**config.mk**
```make
export PLATFORM = sky130hd
export DESIGN_NAME = mem_stage
export DESIGN_NICKNAME = d
export VERILOG_FILES = /design/src/rtl/mem_stage_pkg.sv /design/src/rtl/mem_load_align.sv /design/src/rtl/mem_stage.sv
export SDC_FILE = /design/constraint.sdc
export NUM_CORES = 1
export LEC_CHECK = 0
export BUFFER_PORTS_ARGS = -buffer_cell sky130_fd_sc_hd__buf_2
export CAP_MARGIN = 5
export CORE_MARGIN = 10
export CORE_UTILIZATION = 45
export DETAILED_ROUTE_END_ITERATION = 6
export HOLD_SLACK_MARGIN = 0.06
export PLACE_DENSITY = 0.79
export SLEW_MARGIN = 10
export SYNTH_ARGS = -nofsm -noshare
export SYNTH_HDL_FRONTEND = slang
export SYNTH_SLANG_ARGS = --single-unit
```
**constraint.sdc**
```tcl
create_clock -name clk -period 3.12 [get_ports clk]
set_input_delay 0.312 -clock clk [delete_from_list [all_inputs] [get_ports clk]]
set_output_delay 0.312 -clock clk [all_outputs]
set_load 0.005 [all_outputs]
```
**src/rtl/mem_stage_pkg.sv**
```systemverilog
// mem_stage_pkg: bus layouts, load op indices and FSM states
// shared by the memory stage and its load aligner.
package mem_stage_pkg;

  typedef enum logic [1:0] {
    S_IDLE = 2'd0,
    S_WAIT = 2'd1,
    S_HOLD = 2'd2
  } ms_state_e;

  localparam int LD_W  = 0;
  localparam int LD_H  = 1;
  localparam int LD_HU = 2;
  localparam int LD_B  = 3;
  localparam int LD_BU = 4;

  typedef struct packed {
    logic [31:0] pc;
    logic [4:0]  ld_op;
    logic [2:0]  st_op;
    logic [4:0]  dest;
    logic        gr_we;
    logic        res_from_cnt;
    logic        res_from_mem;
    logic        res_from_csr;
    logic [1:0]  addr;
    logic [31:0] alu_result;
    logic [31:0] timer;
    logic        excp;
    logic [5:0]  excp_num;
    logic        csr_we;
    logic [13:0] csr_num;
    logic [31:0] csr_wmask;
    logic [31:0] csr_wvalue;
    logic        ertn;
    logic        req_sent;
  } es_to_ms_t;

  typedef struct packed {
    logic [31:0] pc;
    logic [4:0]  dest;
    logic        gr_we;
    logic [31:0] final_result;
    logic        excp;
    logic [5:0]  excp_num;
    logic        csr_we;
    logic [13:0] csr_num;
    logic [31:0] csr_wmask;
    logic [31:0] csr_wvalue;
    logic        res_from_csr;
    logic        ertn;
  } ms_to_ws_t;

  typedef struct packed {
    logic        data_pending;
    logic [31:0] pc;
    logic [31:0] result;
    logic [4:0]  dest;
    logic        gr_we;
    logic        valid;
  } ms_fwd_t;

  localparam int ES_BUS_W = $bits(es_to_ms_t);
  localparam int WS_BUS_W = $bits(ms_to_ws_t);
  localparam int FWD_W    = $bits(ms_fwd_t);

  function automatic logic needs_resp(es_to_ms_t b);
    return b.req_sent & ((|b.ld_op) | (|b.st_op));
  endfunction

endpackage

```
**src/rtl/mem_load_align.sv**
```systemverilog
// mem_load_align: picks the addressed lane of a load word
// and sign- or zero-extends it to 32 bits.
module mem_load_align
  import mem_stage_pkg::*;
(
  input  logic [4:0]  ld_op_i,
  input  logic [1:0]  addr_i,
  input  logic [31:0] rdata_i,
  output logic [31:0] value_o
);

  logic [15:0] half;
  logic [7:0]  byte_v;

  always_comb begin
    half = addr_i[1] ? rdata_i[31:16] : rdata_i[15:0];
    unique case (addr_i)
      2'd0: byte_v = rdata_i[7:0];
      2'd1: byte_v = rdata_i[15:8];
      2'd2: byte_v = rdata_i[23:16];
      default: byte_v = rdata_i[31:24];
    endcase
  end

  always_comb begin
    value_o = rdata_i;
    unique case (1'b1)
      ld_op_i[LD_W]:  value_o = rdata_i;
      ld_op_i[LD_H]:  value_o = {{16{half[15]}}, half};
      ld_op_i[LD_HU]: value_o = {16'd0, half};
      ld_op_i[LD_B]:  value_o = {{24{byte_v[7]}}, byte_v};
      ld_op_i[LD_BU]: value_o = {24'd0, byte_v};
      default:        value_o = rdata_i;
    endcase
  end

endmodule

```
**src/rtl/mem_stage.sv**
```systemverilog
// mem_stage: memory-access stage; waits for data_ok, aligns
// load data and absorbs orphan responses left by a flush.
module mem_stage
  import mem_stage_pkg::*;
#(
  parameter int ES_TO_MS_BUS_WD = ES_BUS_W,
  parameter int MS_TO_WS_BUS_WD = WS_BUS_W,
  parameter int MS_FORWARD_WD   = FWD_W
) (
  input  logic                       clk,
  input  logic                       reset,
  input  logic                       ws_allowin,
  output logic                       ms_allowin,
  input  logic                       es_to_ms_valid,
  input  logic [ES_TO_MS_BUS_WD-1:0] es_to_ms_bus,
  output logic                       ms_to_ws_valid,
  output logic [MS_TO_WS_BUS_WD-1:0] ms_to_ws_bus,
  output logic [MS_FORWARD_WD-1:0]   ms_forward,
  input  logic                       data_sram_data_ok,
  input  logic [31:0]                data_sram_rdata,
  input  logic                       excp_flush,
  input  logic                       ertn_flush
);

  es_to_ms_t   es_in;
  es_to_ms_t   bus_q, bus_d;
  ms_state_e   state_q, state_d;
  logic        ms_valid_q, ms_valid_d;
  logic [1:0]  cancel_q, cancel_d;
  logic        buf_valid_q, buf_valid_d;
  logic [31:0] buf_q, buf_d;

  logic        flush;
  logic        need_resp;
  logic        resp_ok;
  logic        ms_ready_go;
  logic        accept;
  logic        accept_resp;
  logic        buf_capture;
  logic [2:0]  cnt_sum;
  logic [31:0] rdata_sel;
  logic [31:0] load_val;
  logic [31:0] result;
  logic        gr_we_out;
  ms_to_ws_t   ws_out;
  ms_fwd_t     fwd_out;

  assign es_in       = es_to_ms_bus;
  assign flush       = excp_flush | ertn_flush;
  assign need_resp   = ms_valid_q & needs_resp(bus_q);
  // Responses only belong to us once every orphan is drained.
  assign resp_ok     = data_sram_data_ok & (cancel_q == 2'd0)
                     & (state_q == S_WAIT);
  assign ms_ready_go = ~need_resp | buf_valid_q | resp_ok;
  assign ms_allowin  = ~ms_valid_q | (ms_ready_go & ws_allowin);
  assign accept      = es_to_ms_valid & ms_allowin;
  assign accept_resp = accept & needs_resp(es_in);

  always_ff @(posedge clk) begin
    if (reset) state_q <= S_IDLE;
    else       state_q <= state_d;
  end

  always_comb begin
    state_d = state_q;
    if (flush) begin
      state_d = S_IDLE;
    end else if (ms_allowin) begin
      state_d = accept_resp ? S_WAIT : S_IDLE;
    end else begin
      case (state_q)
        S_WAIT:  if (resp_ok) state_d = S_HOLD;
        default: state_d = state_q;
      endcase
    end
  end

  always_comb begin
    buf_capture = (state_q == S_WAIT) & resp_ok
                & ~ws_allowin & ~flush;
  end

  always_comb begin
    cnt_sum = {1'b0, cancel_q};
    if (flush)
      cnt_sum = cnt_sum + {2'b0, state_q == S_WAIT}
              + {2'b0, accept_resp};
    if (data_sram_data_ok && cnt_sum != 3'd0)
      cnt_sum = cnt_sum - 3'd1;
    cancel_d = (cnt_sum > 3'd3) ? 2'd3 : cnt_sum[1:0];
  end

  always_comb begin
    ms_valid_d  = ms_valid_q;
    bus_d       = bus_q;
    buf_valid_d = buf_valid_q;
    buf_d       = buf_q;
    if (flush) begin
      ms_valid_d  = 1'b0;
      buf_valid_d = 1'b0;
    end else if (ms_allowin) begin
      ms_valid_d  = es_to_ms_valid;
      buf_valid_d = 1'b0;
      if (es_to_ms_valid) bus_d = es_in;
    end else if (buf_capture) begin
      buf_valid_d = 1'b1;
      buf_d       = data_sram_rdata;
    end
  end

  always_ff @(posedge clk) begin
    if (reset) begin
      ms_valid_q  <= 1'b0;
      bus_q       <= '0;
      cancel_q    <= 2'd0;
      buf_valid_q <= 1'b0;
      buf_q       <= '0;
    end else begin
      ms_valid_q  <= ms_valid_d;
      bus_q       <= bus_d;
      cancel_q    <= cancel_d;
      buf_valid_q <= buf_valid_d;
      buf_q       <= buf_d;
    end
  end

  assign rdata_sel = buf_valid_q ? buf_q : data_sram_rdata;

  mem_load_align u_align (
    .ld_op_i (bus_q.ld_op),
    .addr_i  (bus_q.addr),
    .rdata_i (rdata_sel),
    .value_o (load_val)
  );

  always_comb begin
    if (bus_q.res_from_mem)      result = load_val;
    else if (bus_q.res_from_cnt) result = bus_q.timer;
    else                         result = bus_q.alu_result;
  end

  assign gr_we_out = bus_q.gr_we & ~bus_q.excp & ~(|bus_q.st_op);

  always_comb begin
    ws_out.pc           = bus_q.pc;
    ws_out.dest         = bus_q.dest;
    ws_out.gr_we        = gr_we_out;
    ws_out.final_result = result;
    ws_out.excp         = bus_q.excp;
    ws_out.excp_num     = bus_q.excp_num;
    ws_out.csr_we       = bus_q.csr_we;
    ws_out.csr_num      = bus_q.csr_num;
    ws_out.csr_wmask    = bus_q.csr_wmask;
    ws_out.csr_wvalue   = bus_q.csr_wvalue;
    ws_out.res_from_csr = bus_q.res_from_csr;
    ws_out.ertn         = bus_q.ertn;
  end

  always_comb begin
    fwd_out.data_pending = ms_valid_q & bus_q.res_from_mem & ~ms_ready_go;
    fwd_out.pc           = bus_q.pc;
    fwd_out.result       = result;
    fwd_out.dest         = bus_q.dest;
    fwd_out.gr_we        = gr_we_out;
    fwd_out.valid        = ms_valid_q;
  end

  assign ms_to_ws_valid = ms_valid_q & ms_ready_go;
  assign ms_to_ws_bus   = ws_out;
  assign ms_forward     = fwd_out;

endmodule

```
# Word-level counts from Yosys, hierarchy flattened

Cells that the tools add are included.

Register bits: 241
Bits in latches: 0
Bits in writable memories: 0
Bits in read-only memories: 0
Input bits: 242
Output and inout bits: 232
Logic and storage cells: 89
Memories kept: 0

Add/sub/neg operators: 3
Multiply operators: 0
Divide/modulo/power cells: 0
$lt $le $gt $ge: 1
Equal/unequal tests: 3
Shift-type cells: 0
Muxes and demuxes: 13
Bitwise logic cells: 30
Reductions and logical operators: 15

Operator list:

| operator                                                             | count |
|---|---|
| 32-bit one-hot mux with 4 select lines                               | 1 |
| 32-bit 2-to-1 mux                                                    | 3 |
| 8-bit one-hot mux with 3 select lines                                | 1 |
| 1-bit bitwise AND                                                    | 16 |
| 16-bit 2-to-1 mux                                                    | 1 |
| 5-bit OR reduction                                                   | 2 |
| 3-bit OR reduction                                                   | 3 |
| 2-bit 2-to-1 mux                                                     | 4 |
| 1-bit inverter                                                       | 8 |
| 3-bit 2-to-1 mux                                                     | 2 |
| 1-bit OR                                                             | 6 |
| 3-bit AND reduction                                                  | 2 |
| 2-bit by 1-bit == test with 1-bit output, second input constant      | 2 |
| 2-bit logical NOT                                                    | 2 |
| 2-bit nonzero test                                                   | 2 |
| 2-bit by 1-bit adder with 3-bit output                               | 1 |
| 3-bit by 1-bit adder with 3-bit output                               | 1 |
| 3-bit by 2-bit > comparator with 1-bit output, second input constant | 1 |
| 3-bit nonzero test                                                   | 1 |
| 3-bit by 1-bit subtractor with 3-bit output, second input constant   | 1 |
| 2-bit == test, second input constant                                 | 1 |
| 2-bit AND reduction                                                  | 1 |
| 2-bit OR reduction                                                   | 1 |
| 1-bit logical AND                                                    | 1 |
| 1-bit 2-to-1 mux                                                     | 1 |

# Longest topological paths before layout

Gate-level depths: netlist (run 1).

Word-level depth: 18
Gate-level depth with buffers: 15
Depth with buffers taken out: 13

# Modules after synthesis

Synthesis (run 1) repeated with hierarchy kept, for this count alone.

Cells, all modules: 1488
Area, all modules: 13949.6 um^2

Modules (own cells, without submodules):

| module         | instances | cells each | area each (um^2) | sequential area each (um^2) |
|---|---|---|---|---|
| mem_stage      | 1         | 1379       | 13146.4          | 4824.6 |
| mem_load_align | 1         | 109        | 803.3            | 0.0 |

# Worst setup path after synthesis (run 1)

No wires, ideal clock.

Path kind: register -> register
From: register bus_q[167] (netlist bit)
To: register cancel_q[0]
Setup time: 0.091 ns
Arrival: 3.279 ns
Data required time: 3.029 ns
Slack: -0.250 ns
Stages on the path, launching flop included: 14
Buffers on the path: 2
Clock period less this slack: 3.370 ns
Cells stage by stage: dfxtp_1 -> clkbuf_1 -> or4_1 -> buf_2 -> or3_4 -> a21oi_1 -> and2_1 -> fa_1 -> mux2i_1 -> ha_1 -> ha_1 -> nand2_1 -> nor2_1 -> a311oi_1

Cells in the longest elaborated chain, start to end: 18
Elaborated cells between the ends (all ways): 19
Classes of those cells: add/sub: 2; order compare: 1; mux: 3; bitwise: 10; reduce/logical: 3

RTL lines:

| element                                                                                             | line                | source |
|---|---|---|
| start, declared                                                                                     | mem_stage.sv:26     | `es_to_ms_t bus_q, bus_d;` |
| start signal, assigned                                                                              | mem_stage.sv:120    | `bus_q <= bus_d;` |
| 5-bit OR reduction (*)                                                                              | mem_stage_pkg.sv:68 | `return b.req_sent & ((\|b.ld_op) \| (\|b.st_op));` |
| 1-bit OR (*)                                                                                        | mem_stage_pkg.sv:68 |  |
| 1-bit bitwise AND (*)                                                                               | mem_stage_pkg.sv:68 |  |
| 1-bit bitwise AND (*)                                                                               | mem_stage.sv:50     | `assign need_resp = ms_valid_q & needs_resp(bus_q);` |
| 1-bit inverter (*)                                                                                  | mem_stage.sv:54     | `assign ms_ready_go = ~need_resp \| buf_valid_q \| resp_ok;` |
| 1-bit OR (*) (2 in a row)                                                                           | mem_stage.sv:54     |  |
| 1-bit bitwise AND (*)                                                                               | mem_stage.sv:55     | `assign ms_allowin = ~ms_valid_q \| (ms_ready_go & ws_allowin);` |
| 1-bit OR (*)                                                                                        | mem_stage.sv:55     |  |
| via ms_allowin                                                                                      | mem_stage.sv:13     | `output logic ms_allowin,` |
| 1-bit bitwise AND (*)                                                                               | mem_stage.sv:56     | `assign accept = es_to_ms_valid & ms_allowin;` |
| 1-bit bitwise AND (*)                                                                               | mem_stage.sv:57     | `assign accept_resp = accept & needs_resp(es_in);` |
| 3-bit by 1-bit adder with 3-bit output (*)                                                          | mem_stage.sv:87     | `+ {2'b0, accept_resp};` |
| 3-bit 2-to-1 mux (*)                                                                                | mem_stage.sv:85     | `if (flush)` |
| parallel branches: the longest is 2 deep, another holds 3-bit by 1-bit subtractor with 3-bit output | --                  |  |
| 3-bit 2-to-1 mux (*)                                                                                | mem_stage.sv:88     | `if (data_sram_data_ok && cnt_sum != 3'd0)` |
| 3-bit by 2-bit > comparator with 1-bit output                                                       | mem_stage.sv:90     | `cancel_d = (cnt_sum > 3'd3) ? 2'd3 : cnt_sum[1:0];` |
| 2-bit 2-to-1 mux (*)                                                                                | mem_stage.sv:90     |  |
| end signal, assigned                                                                                | mem_stage.sv:121    | `cancel_q <= cancel_d;` |
| end, declared                                                                                       | mem_stage.sv:29     | `logic [1:0] cancel_q, cancel_d;` |

Mark *: on every way through the listed nets, which the timed path passes.
A chain may end at the register's enable or synchronous reset.

# Final worst setup path (run 1)

From: register bus_q[170] (netlist bit)
To: register cancel_q[0]

Cells in the longest elaborated chain, start to end: 18
Elaborated cells between the ends (all ways): 19
Classes of those cells: add/sub: 2; order compare: 1; mux: 3; bitwise: 10; reduce/logical: 3

RTL lines:

| element                                                                                             | line |
|---|---|
| 5-bit OR reduction (*)                                                                              | mem_stage_pkg.sv:68 |
| 1-bit OR (*)                                                                                        | mem_stage_pkg.sv:68 |
| 1-bit bitwise AND (*)                                                                               | mem_stage_pkg.sv:68 |
| 1-bit bitwise AND (*)                                                                               | mem_stage.sv:50 |
| 1-bit inverter (*)                                                                                  | mem_stage.sv:54 |
| 1-bit OR (*) (2 in a row)                                                                           | mem_stage.sv:54 |
| 1-bit bitwise AND (*)                                                                               | mem_stage.sv:55 |
| 1-bit OR (*)                                                                                        | mem_stage.sv:55 |
| 1-bit bitwise AND (*)                                                                               | mem_stage.sv:56 |
| 1-bit bitwise AND (*)                                                                               | mem_stage.sv:57 |
| 3-bit by 1-bit adder with 3-bit output (*)                                                          | mem_stage.sv:87 |
| 3-bit 2-to-1 mux (*)                                                                                | mem_stage.sv:85 |
| parallel branches: the longest is 2 deep, another holds 3-bit by 1-bit subtractor with 3-bit output | -- |
| 3-bit 2-to-1 mux (*)                                                                                | mem_stage.sv:88 |
| 3-bit by 2-bit > comparator with 1-bit output                                                       | mem_stage.sv:90 |
| 2-bit 2-to-1 mux (*)                                                                                | mem_stage.sv:90 |

Mark *: on every way between the ends.

==> impl_metrics.yaml, run 1 <==
run_status:
  status: "completed"
worst_setup_path:
  crit_type: "flop to flop"
  worstPathRequired_ns: 3.56
  path_buf_inv: 0
  cp_slowest_cell: "or4_4"
  critPathCaptureType: "flop"
  start_kind: "flop"
  crit_chain: "or4_4 -> or3_4 -> a21oi_4 -> and2_4 -> fa_1 -> mux2i_2 -> ha_2 -> ha_4 -> nor2b_1 -> nand2_1 -> nor2_1 -> a311oi_1"
  arrival_ns: 3.44
  crit_path_max_fanout: 4
  max_stage_delay_ns: 0.53
  path_delay_family: "simple AND/OR/NAND/NOR gates"
yosys:
  syn_avg_cell_area_um2: 9.327
  synth_seq_cells: 241
  synthTopCellsByArea: "dfxtp_1 (35%), mux2i_1 (19%), nand2b_1 (19%)"
  synth_top_area_cell: "dfxtp_1"
  synth_nets: 1715
  ys.flop_type: "dfxtp_1"
  yosysWarnings: 0
  synthMostInstantiatedCell: "nand2b_1"
  synth.distinct_cells: 47
  synth_area_um2: 13700
  synthTopCellsByCount: "nand2b_1 (407), mux2i_1 (262), dfxtp_1 (241)"
  yosysSeqAreaShare_pct: 35.21
  synth-edff-count: 0
  syn_inst: 1469
  synth.top_cell.area_share_pct: 35.21
  async_flop_share_pct: 0
pwr:
  switching_share_pct: 24.79
  power_frac_comb_pct: 15.9
  pwr-share-clk_pct: 44.0
  power_density_nw_per_um2: 446.2
  p_sw_mw: 2.017
  finalPower_mw: 8.136
  p_int_mw: 6.119
  p_leak_nw: 7.812
  power_frac_seq_pct: 40.0
  peakVddDrop_uv: 366.3
detailed_routing:
  first_iter_violations: 809
  via_per_inst: 4.990
  dr.pass1.iters: 6
  wl_per_cell_um: 19.53
  route.detailed.drc: 0
  vias: 11697
  detail-route-antenna-nets: 0
  drt-total-wl_um: 45780
timing:
  max_slew.worst_pin.slew_ns: 0.7129
  fmax_ghz: 0.3324
  worst_slack_ns: 0.1114
  setup_violations: 0
  rsz0062_at_grt: "yes"
  skew_ns: 0.01095
  max_slew_margin_pct: 52.47
  finalCritPeriodShare_pct: 96.43
  fin_crit_ns: 3.009
  hold_viol_final: 0
  maxSlewViolCount: 0
grt:
  grt_max_degree: 138
  antenna_found_initial: 6
  grt_pass1_wl_um: 71710
  grtUsageTotal_pct: 22.91
  grt_overflow: 0
  grt_pass1_vias: 12518
clocking:
  cts_root_buf: "clkbuf_16"
  cts_tree: "done"
  clk_pin_slew_worst_paths_ns: 0.06
  cts_buffers: 28
  clock_path_buffers: 3
  clock_sinks: 241
  cts-htree-levels: 1
  clock_latency_ns: 0.54
placed_design:
  gp_congestion: 0.9140
  portBuffers: 473
  dpl.hpwl_um: 30700
  pre_cts_ws_ns: -0.05732
  post_dp_cell_area_um2: 14940
cells_and_area:
  utilization_pct: 61.03
  finalInstanceArea_um2: 18230
  syn_to_final_growth_pct: 33.07
  drive_above_1_share_pct: 30.95
  fin_nets: 2172
min_path:
  min_path_type: "input pin to flop"
die:
  pin_count: 474
  coreArea_um2: 29870
  die_w_um: 194.5
  rows: 63
  chipHeight_um: 194.5
  initial_utilization_pct: 45.86
  dieArea_um2: 37830
flow_run:
  cap_violations: 0
metal layers:
| layer | global-route usage, % | share of wire, % |
|---|---|---|
| met5 | 0 | 0 |
| met4 | 7.382 | 3.3 |
| met3 | 6.212 | 8.6 |
| met2 | 40.36 | 50 |
| met1 | 26.19 | 39 |
cells by family after synthesis:
group | Yosys count | share of synthesized area, %
and+or+nand+nor | 530 | 22.74
buffers and inverters | 301 | 14.71
muxes | 296 | 22.18
DFF | 241 | 35.21
AOI/OAI and AO/OA | 97 | 4.739
adders and majority gates | 4 | 0.4201
layout by cell type (no fill, tap or decap), drive strengths merged, types with 3 or more instances in the layout:
cell and count:
dlygate4sd3 221, or3 3, nor4 3, diode 6
nand2b 407, o22ai 3, a211oi 14, o21ai 13
a22oi 3, nor3 9, clkinv 5, nor2 77
o22a 16, bufinv 4, buf 502, a31oi 14
mux2 31, inv 6, nand2 6, a21oi 23
dfxtp 241, clkbuf 40, ha 3, mux4 3
mux2i 262, nor2b 15
flip-flops by register name, summed over array words and instances (netlist names):
signal,cells
ms_to_ws_bus,88
bus_q,78
ms_forward,37
buf_q,32
cancel_q,2
state_q,2
buf_valid_q,1
ms_valid_q,1
metrics by stage:
step | std cells | setup TNS [ns] | hold WS (ns)
6_report | 2344 | 0 | 0.06922
4_1_cts | 2337 | 0 | 0.06181
5_1_grt | 2343 | -0.05653 | 0.07653
2_1_floorplan | 1469 | -0.05046 | 0.4407
3_5_place_dp | 2064 | -0.06272 | 0.4561
3_3_place_gp | 2064 | 0 | 0.4545
worst min-delay path: stages:
cell and delay, ns:
buf_2 0.11, mux2i_1 0.07, nor2_1 0.08
power groups by stage:
stage / logic, mW / clock network (mW) / registers, mW
3_3_place_gp: 0.997 / 0 / 3.31
4_1_cts: 1.25 / 3.67 / 3.25
3_5_place_dp: 1.02 / 0 / 3.32
6_report: 1.30 / 3.58 / 3.26
5_1_grt: 1.40 / 3.79 / 3.27
2_1_floorplan: 0.721 / 0 / 3.29
final timing paths:
kind / to / slack [ns] / from / cells past startpoint
worst max-delay path: cancel_q[0] / 0.11 / bus_q[170] / 12
worst min-delay path: buf_q[23] / 0.07 / data_sram_rdata[23] / 3
worst max register to register: cancel_q[0] / 0.11 / bus_q[170] / 12
worst min register to register: ms_to_ws_bus[33] / 0.47 / ms_to_ws_bus[33] / 2
cell type report:
cell class	count	area [µm²]
well taps	390	488.0
clock buffers	39	843.3
repair buffers	724	4930
fillers	2302	11640
clock inverters	13	192.7
inverters	4	15.01
diodes	6	15.01
flip-flops and latches	241	4828
multi-input cells	927	6920
what timing repair did:
action	in CTS	in global routing
endpoints found under the hold margin	221	0
hold buffers	221	0
resized for setup	0	5
setup buffers	0	1
endpoints found under the setup margin	0	36
Power figures use the tool's default switching activity.
==> inputs of run 2 (changes only) <==
ABC_AREA = 1   (was default)
PLACE_DENSITY = 0.76   (was 0.79)
clock period = 3.7 ns   (was 3.12 ns; I/O delays follow)
==> impl_metrics.yaml, run 2 <==
grt:
  antenna_found_initial: 3
  use_met3_pct: 5.785
  grt_busiest_layer: "met2"
  grtUsageTotal_pct: 24.17
  grt_pass1_vias: 13422
  met1_usage_pct: 27.92
  grt_pass1_wl_um: 71930
  met2_usage_pct: 42.10
  grt_max_degree: 132
  grt_overflow: 0
yosys:
  ys.flop_type: "dfxtp_1"
  synth_top_area_cell: "dfxtp_1"
  synthMostInstantiatedCell: "nand2_1"
  synthTopCellsByArea: "dfxtp_1 (36%), nand2_1 (16%), nor2_1 (14%)"
  syn_inst: 2136
  synth.top_cell.area_share_pct: 36.21
  syn_avg_cell_area_um2: 6.238
  synth-edff-count: 0
  synth_seq_cells: 241
  synth_nets: 2382
  synthTopCellsByCount: "nand2_1 (581), nor2_1 (493), inv_1 (274)"
  synth_area_um2: 13330
  async_flop_share_pct: 0
  yosysSeqAreaShare_pct: 36.21
  yosysWarnings: 0
  synth.distinct_cells: 32
cells_and_area:
  fin_nets: 2757
  largest_register_ffs: 88
  layout_common_cells: "nand2_1 (580), nor2_1 (493), buf_2 (473)"
  final-instance-count-excl-fill: 2915
  drive_above_1_share_pct: 21.72
  layout_commonest_cell: "nand2_1"
  syn_to_final_growth_pct: 26.02
die:
  pin_count: 474
  initial_utilization_pct: 46.05
  die_w_um: 192.1
  rows: 62
  chipHeight_um: 192.1
  coreArea_um2: 28940
  dieArea_um2: 36890
clocking:
  cts_tree: "done"
  clock_latency_ns: 0.54
  cts_root_buf: "clkbuf_16"
  clock_sinks: 241
  clk_pin_slew_worst_paths_ns: 0.05
  cts-htree-levels: 1
  clock_path_buffers: 3
  postCtsSetupBuffers: 0
  cts_buffers: 28
flow_run:
  cap_violations: 0
timing:
  skew_ns: 0.01588
  worst_slack_ns: 0.3342
  setup_violations: 0
  fin_crit_ns: 3.366
  hold_viol_final: 0
  max_slew_margin_pct: 37.30
  rsz0062_at_grt: "no"
  fmax_ghz: 0.2971
  max_slew.worst_pin.slew_ns: 0.9395
  finalCritPeriodShare_pct: 90.97
  maxSlewViolCount: 0
  setup_tns_ns: 0
worst_setup_path:
  cp_slowest_cell: "nand3_1"
  arrival_ns: 3.00
  crit_path_max_fanout: 38
  max_stage_delay_ns: 0.39
  crit_type: "flop to primary output"
  crit_chain: "buf_4 -> inv_2 -> buf_4 -> nand2_1 -> o21ai_1 -> nand3_1 -> nand3_1 -> buf_4 -> nand3_1 -> nand2_1 -> inv_1 -> buf_2"
  critPathCaptureType: "primary output"
  path_delay_family: "buffers and inverters"
  worstPathRequired_ns: 3.33
  start_kind: "flop"
  path_buf_inv: 6
pwr:
  p_leak_nw: 9.630
  peakVddDrop_uv: 366.3
  power_density_nw_per_um2: 408.8
  finalPower_mw: 6.864
detailed_routing:
  route.detailed.drc: 0
  detail-route-antenna-nets: 0
  via_per_inst: 4.727
  dr.pass1.iters: 5
  first_iter_violations: 1135
  vias: 13779
  drt-total-wl_um: 47630
  wl_per_cell_um: 16.34
placed_design:
  portBuffers: 473
  pre_cts_ws_ns: 0.6218
  dpl.hpwl_um: 32980
  place_inst: 2705
  gp_congestion: 0.9454
run_status:
  status: "completed"
min_path:
  min_path_type: "input pin to flop"
-- run 2: final timing paths --
kind | from | endpoint | slack, ns | cells after the start
worst max-delay path | buf_valid_q | ms_forward[30] | 0.33 | 12
worst min-delay path | es_to_ms_bus[9] | ms_to_ws_bus[9] | 0.08 | 3
worst max register to register | bus_q[167] | cancel_q[0] | 0.69 | 17
worst min register to register | buf_q[30] | buf_q[30] | 0.48 | 2
-- run 2: kinds of logic (layout without fill, tap and decap cells) --
kind of cell,Yosys count,in the layout,synth area share (%)
flip-flops,241,241,36.21
adder cells (fa/ha/maj),4,4,0.4320
multiplexers,2,2,0.1502
AND/OR/NAND/NOR,1143,1143,33.03
other,0,3,0
buffers and inverters,586,978,23.83
AO/OA/AOI/OAI,160,160,6.347
-- run 2: stage by stage --
step | hold WS, ns | util (%) | instance area [µm²]
6_report | 0.07523 | 58.03 | 16790
5_1_grt | 0.07205 | 58.03 | 16790
4_1_cts | 0.06012 | 58.01 | 16780
3_5_place_dp | 0.4556 | 49.24 | 14250
3_3_place_gp | 0.4395 | 49.24 | 14250
2_1_floorplan | 0.4302 | - | 13330
-- run 2: cell type report --
class	instances	area, µm²
diodes	3	7.507
clock buffers	39	813.3
clock inverters	8	121.4
fillers	2596	12140
inverters	276	1041
multi-input cells	1309	5333
flip-flops and latches	241	4825
well taps	384	480.5
repair buffers	655	4172
-- run 2: worst register-to-register path: cells and delay by family, from the launching register on --
| family | cells | cell delay [ns] |
|---|---|---|
| and+or+nand+nor | 9 | 1.06 |
| adders and majority gates | 4 | 1.03 |
| DFF | 1 | 0.38 |
| muxes | 1 | 0.22 |
| AOI/OAI and AO/OA | 1 | 0.13 |
| buffers and inverters | 2 | 0.11 |
-- run 2: repair_timing --
item | CTS | global route
endpoints found under the setup margin | 0 | 0
hold buffers | 160 | 0
resized for setup | 0 | 0
endpoints found under the hold margin | 160 | 0
-- run 2: power by group --
| part | internal (mW) | switching [mW] | leakage (nW) |
|---|---|---|---|
| Combinational | 0.538 | 0.698 | 7.21 |
| Sequential | 2.72 | 0.0721 | 1.97 |
| Clock | 1.73 | 1.11 | 0.458 |
-- run 2: per-layer routing --
metal	up-vias	part of all wire (%)	wire [µm]
met5	-	0	0
met4	0	4.1	1962
met3	107	9.7	4603
met2	709	48	22960
met1	6094	38	18100
li1	6869	-	-
==> inputs of run 3 (changes only) <==
RECOVER_POWER = 25   (was default)
SYNTH_HIERARCHICAL = 1   (was default)
clock period = 4 ns   (was 3.7 ns; I/O delays follow)
==> impl_metrics.yaml, run 3 <==
pwr:
  power_density_nw_per_um2: 402.9
  switching_share_pct: 26.57
  pwr-share-clk_pct: 43.2
  p_sw_mw: 1.667
  power_frac_comb_pct: 15.6
  peakVddDrop_uv: 285.4
  p_leak_nw: 8.633
  power_frac_seq_pct: 41.2
  p_int_mw: 4.608
grt:
  grt_pass1_wl_um: 67430
  grt_overflow: 0
  grt_pass1_vias: 12507
  grt_max_degree: 160
  antenna_found_initial: 5
  grtUsageTotal_pct: 21.58
yosys:
  synthTopCellsByArea: "dfxtp_1 (36%), nand2_1 (16%), nor2_1 (14%)"
  ys.flop_type: "dfxtp_1"
  synth-edff-count: 0
  syn_inst: 2169
  synthTopCellsByCount: "nand2_1 (594), nor2_1 (502), inv_1 (258)"
  synth.distinct_cells: 35
  synth.top_cell.area_share_pct: 35.56
  synth_area_um2: 13570
  synth_top_area_cell: "dfxtp_1"
  yosysSeqAreaShare_pct: 35.56
  syn_avg_cell_area_um2: 6.255
  synth_nets: 2415
  synthMostInstantiatedCell: "nand2_1"
  yosysWarnings: 6
  async_flop_share_pct: 0
  synth_seq_cells: 241
timing:
  setup_tns_ns: 0
  max_slew.worst_pin.slew_ns: 0.7770
  maxSlewViolCount: 0
  hold_viol_final: 0
  worst_slack_ns: 0.4874
  fin_crit_ns: 3.513
  rsz0062_at_grt: "no"
  max_slew_margin_pct: 48.20
  finalCritPeriodShare_pct: 87.82
  setup_violations: 0
  skew_ns: 0.01342
  fmax_ghz: 0.2847
cells_and_area:
  multi_input_area_um2: 5573
  drive_above_1_share_pct: 18.65
  syn_to_final_growth_pct: 14.82
  fin_nets: 2651
  utilization_pct: 52.42
  layout_common_cells: "nand2_1 (593), nor2_1 (502), buf_2 (362)"
  nFillCells: 3006
  final-instance-count-excl-fill: 2818
  largest_register_ffs: 88
  layout_commonest_cell: "nand2_1"
  finalInstanceArea_um2: 15580
  register_area_um2: 4825
die:
  die_w_um: 193.6
  initial_utilization_pct: 45.65
  rows: 63
  dieArea_um2: 37490
  pin_count: 474
  chipHeight_um: 193.6
  coreArea_um2: 29720
detailed_routing:
  route.detailed.drc: 0
  wl_per_cell_um: 15.37
  dr.pass1.iters: 5
  vias: 13117
  drt-total-wl_um: 43330
  first_iter_violations: 941
  detail-route-antenna-nets: 0
  via_per_inst: 4.655
worst_setup_path:
  max_stage_delay_ns: 0.46
  critPathCaptureType: "primary output"
  cp_slowest_cell: "buf_4"
  arrival_ns: 3.11
  path_delay_family: "simple AND/OR/NAND/NOR gates"
  path_buf_inv: 2
  crit_chain: "buf_4 -> nand2_1 -> o21ai_0 -> nand2_1 -> o21ai_1 -> nand2_1 -> nand3_1 -> nor2_1 -> a21oi_1 -> buf_2"
  start_kind: "flop"
  crit_path_max_fanout: 65
  worstPathRequired_ns: 3.60
  crit_type: "flop to primary output"
  cpMostUsedCell: "nand2_1"
clocking:
  clk_pin_slew_worst_paths_ns: 0.05
  cts-htree-levels: 1
  cts_buffers: 28
  cts_root_buf: "clkbuf_16"
  clock_latency_ns: 0.54
  postCtsSetupBuffers: 0
  cts_tree: "done"
  cts_resized: 0
  ctsHoldBuffers: 32
  clock_sinks: 241
  clock_path_buffers: 3
placed_design:
  place_inst: 2733
  post_dp_cell_area_um2: 14400
  dpl.hpwl_um: 31750
  portBuffers: 473
  pre_cts_ws_ns: 0.6661
  gp_congestion: 0.9171
flow_run:
  cap_violations: 0
run_status:
  status: "completed"
min_path:
  min_path_type: "input pin to flop"
==> run 3: changes by cell type after synthesis, moves of 11 or more <==
| cell | previous run | this run |
|---|---|---|
| nand3_1 | 58 | 69 |
| nand2_1 | 581 | 594 |
| o21ai_0 | 63 | 40 |
| inv_1 | 274 | 258 |
| a21oi_1 | 74 | 99 |
==> run 3: per-stage QoR <==
stage	hold slack [ns]	power, mW
2_1_floorplan	0.4302	3.344
3_3_place_gp	0.4453	3.572
5_1_grt	0.06581	6.580
4_1_cts	0.06001	6.359
6_report	0.08614	6.275
3_5_place_dp	0.4706	3.596
==> run 3: power groups by stage <==
stage / clock network (mW) / logic (mW) / registers, mW
2_1_floorplan: 0 / 0.727 / 2.62
3_3_place_gp: 0 / 0.946 / 2.63
3_5_place_dp: 0 / 0.964 / 2.63
4_1_cts: 2.78 / 0.997 / 2.58
5_1_grt: 2.88 / 1.11 / 2.60
6_report: 2.71 / 0.979 / 2.58
==> run 3: tightest hold or removal path: stages <==
cell	delay (ns)
buf_2	0.07
nor2_1	0.03
nor2_1	0.08
==> run 3: cells by family after synthesis <==
logic type      synth area share, %
compound gates                5.764
fa+ha+maj                    0.4243
buf+inv                       23.42
flops                         35.56
simple gates                  34.83
==> run 3: worst paths after layout <==
| check | startpoint | end | slack [ns] | depth (start not counted) |
|---|---|---|---|---|
| hold / removal | es_to_ms_bus[86] | ms_to_ws_bus[86] | 0.09 | 3 |
| setup / recovery | buf_valid_q | ms_to_ws_bus[111] | 0.49 | 10 |
| hold reg to reg | buf_q[27] | buf_q[27] | 0.48 | 2 |
| setup reg to reg | bus_q[169] | cancel_q[1] | 0.80 | 18 |
==> run 3: metal layers <==
layer	up-vias	GRT usage [%]	routed length [µm]
met2	486	38.59	21570
li1	6710	-	-
met1	5839	24.20	16770
met3	78	6.224	3604
met5	-	0	21
met4	4	6.495	1352
==> run 3: area by class of cell <==
class	instances	share of cell area [%]
diodes	4	0.06426
clock buffers	42	5.422
clock inverters	7	0.8835
inverters	262	6.345
multi-input cells	1352	35.78
flip-flops and latches	241	30.97
well taps	390	3.133
repair buffers	520	17.41
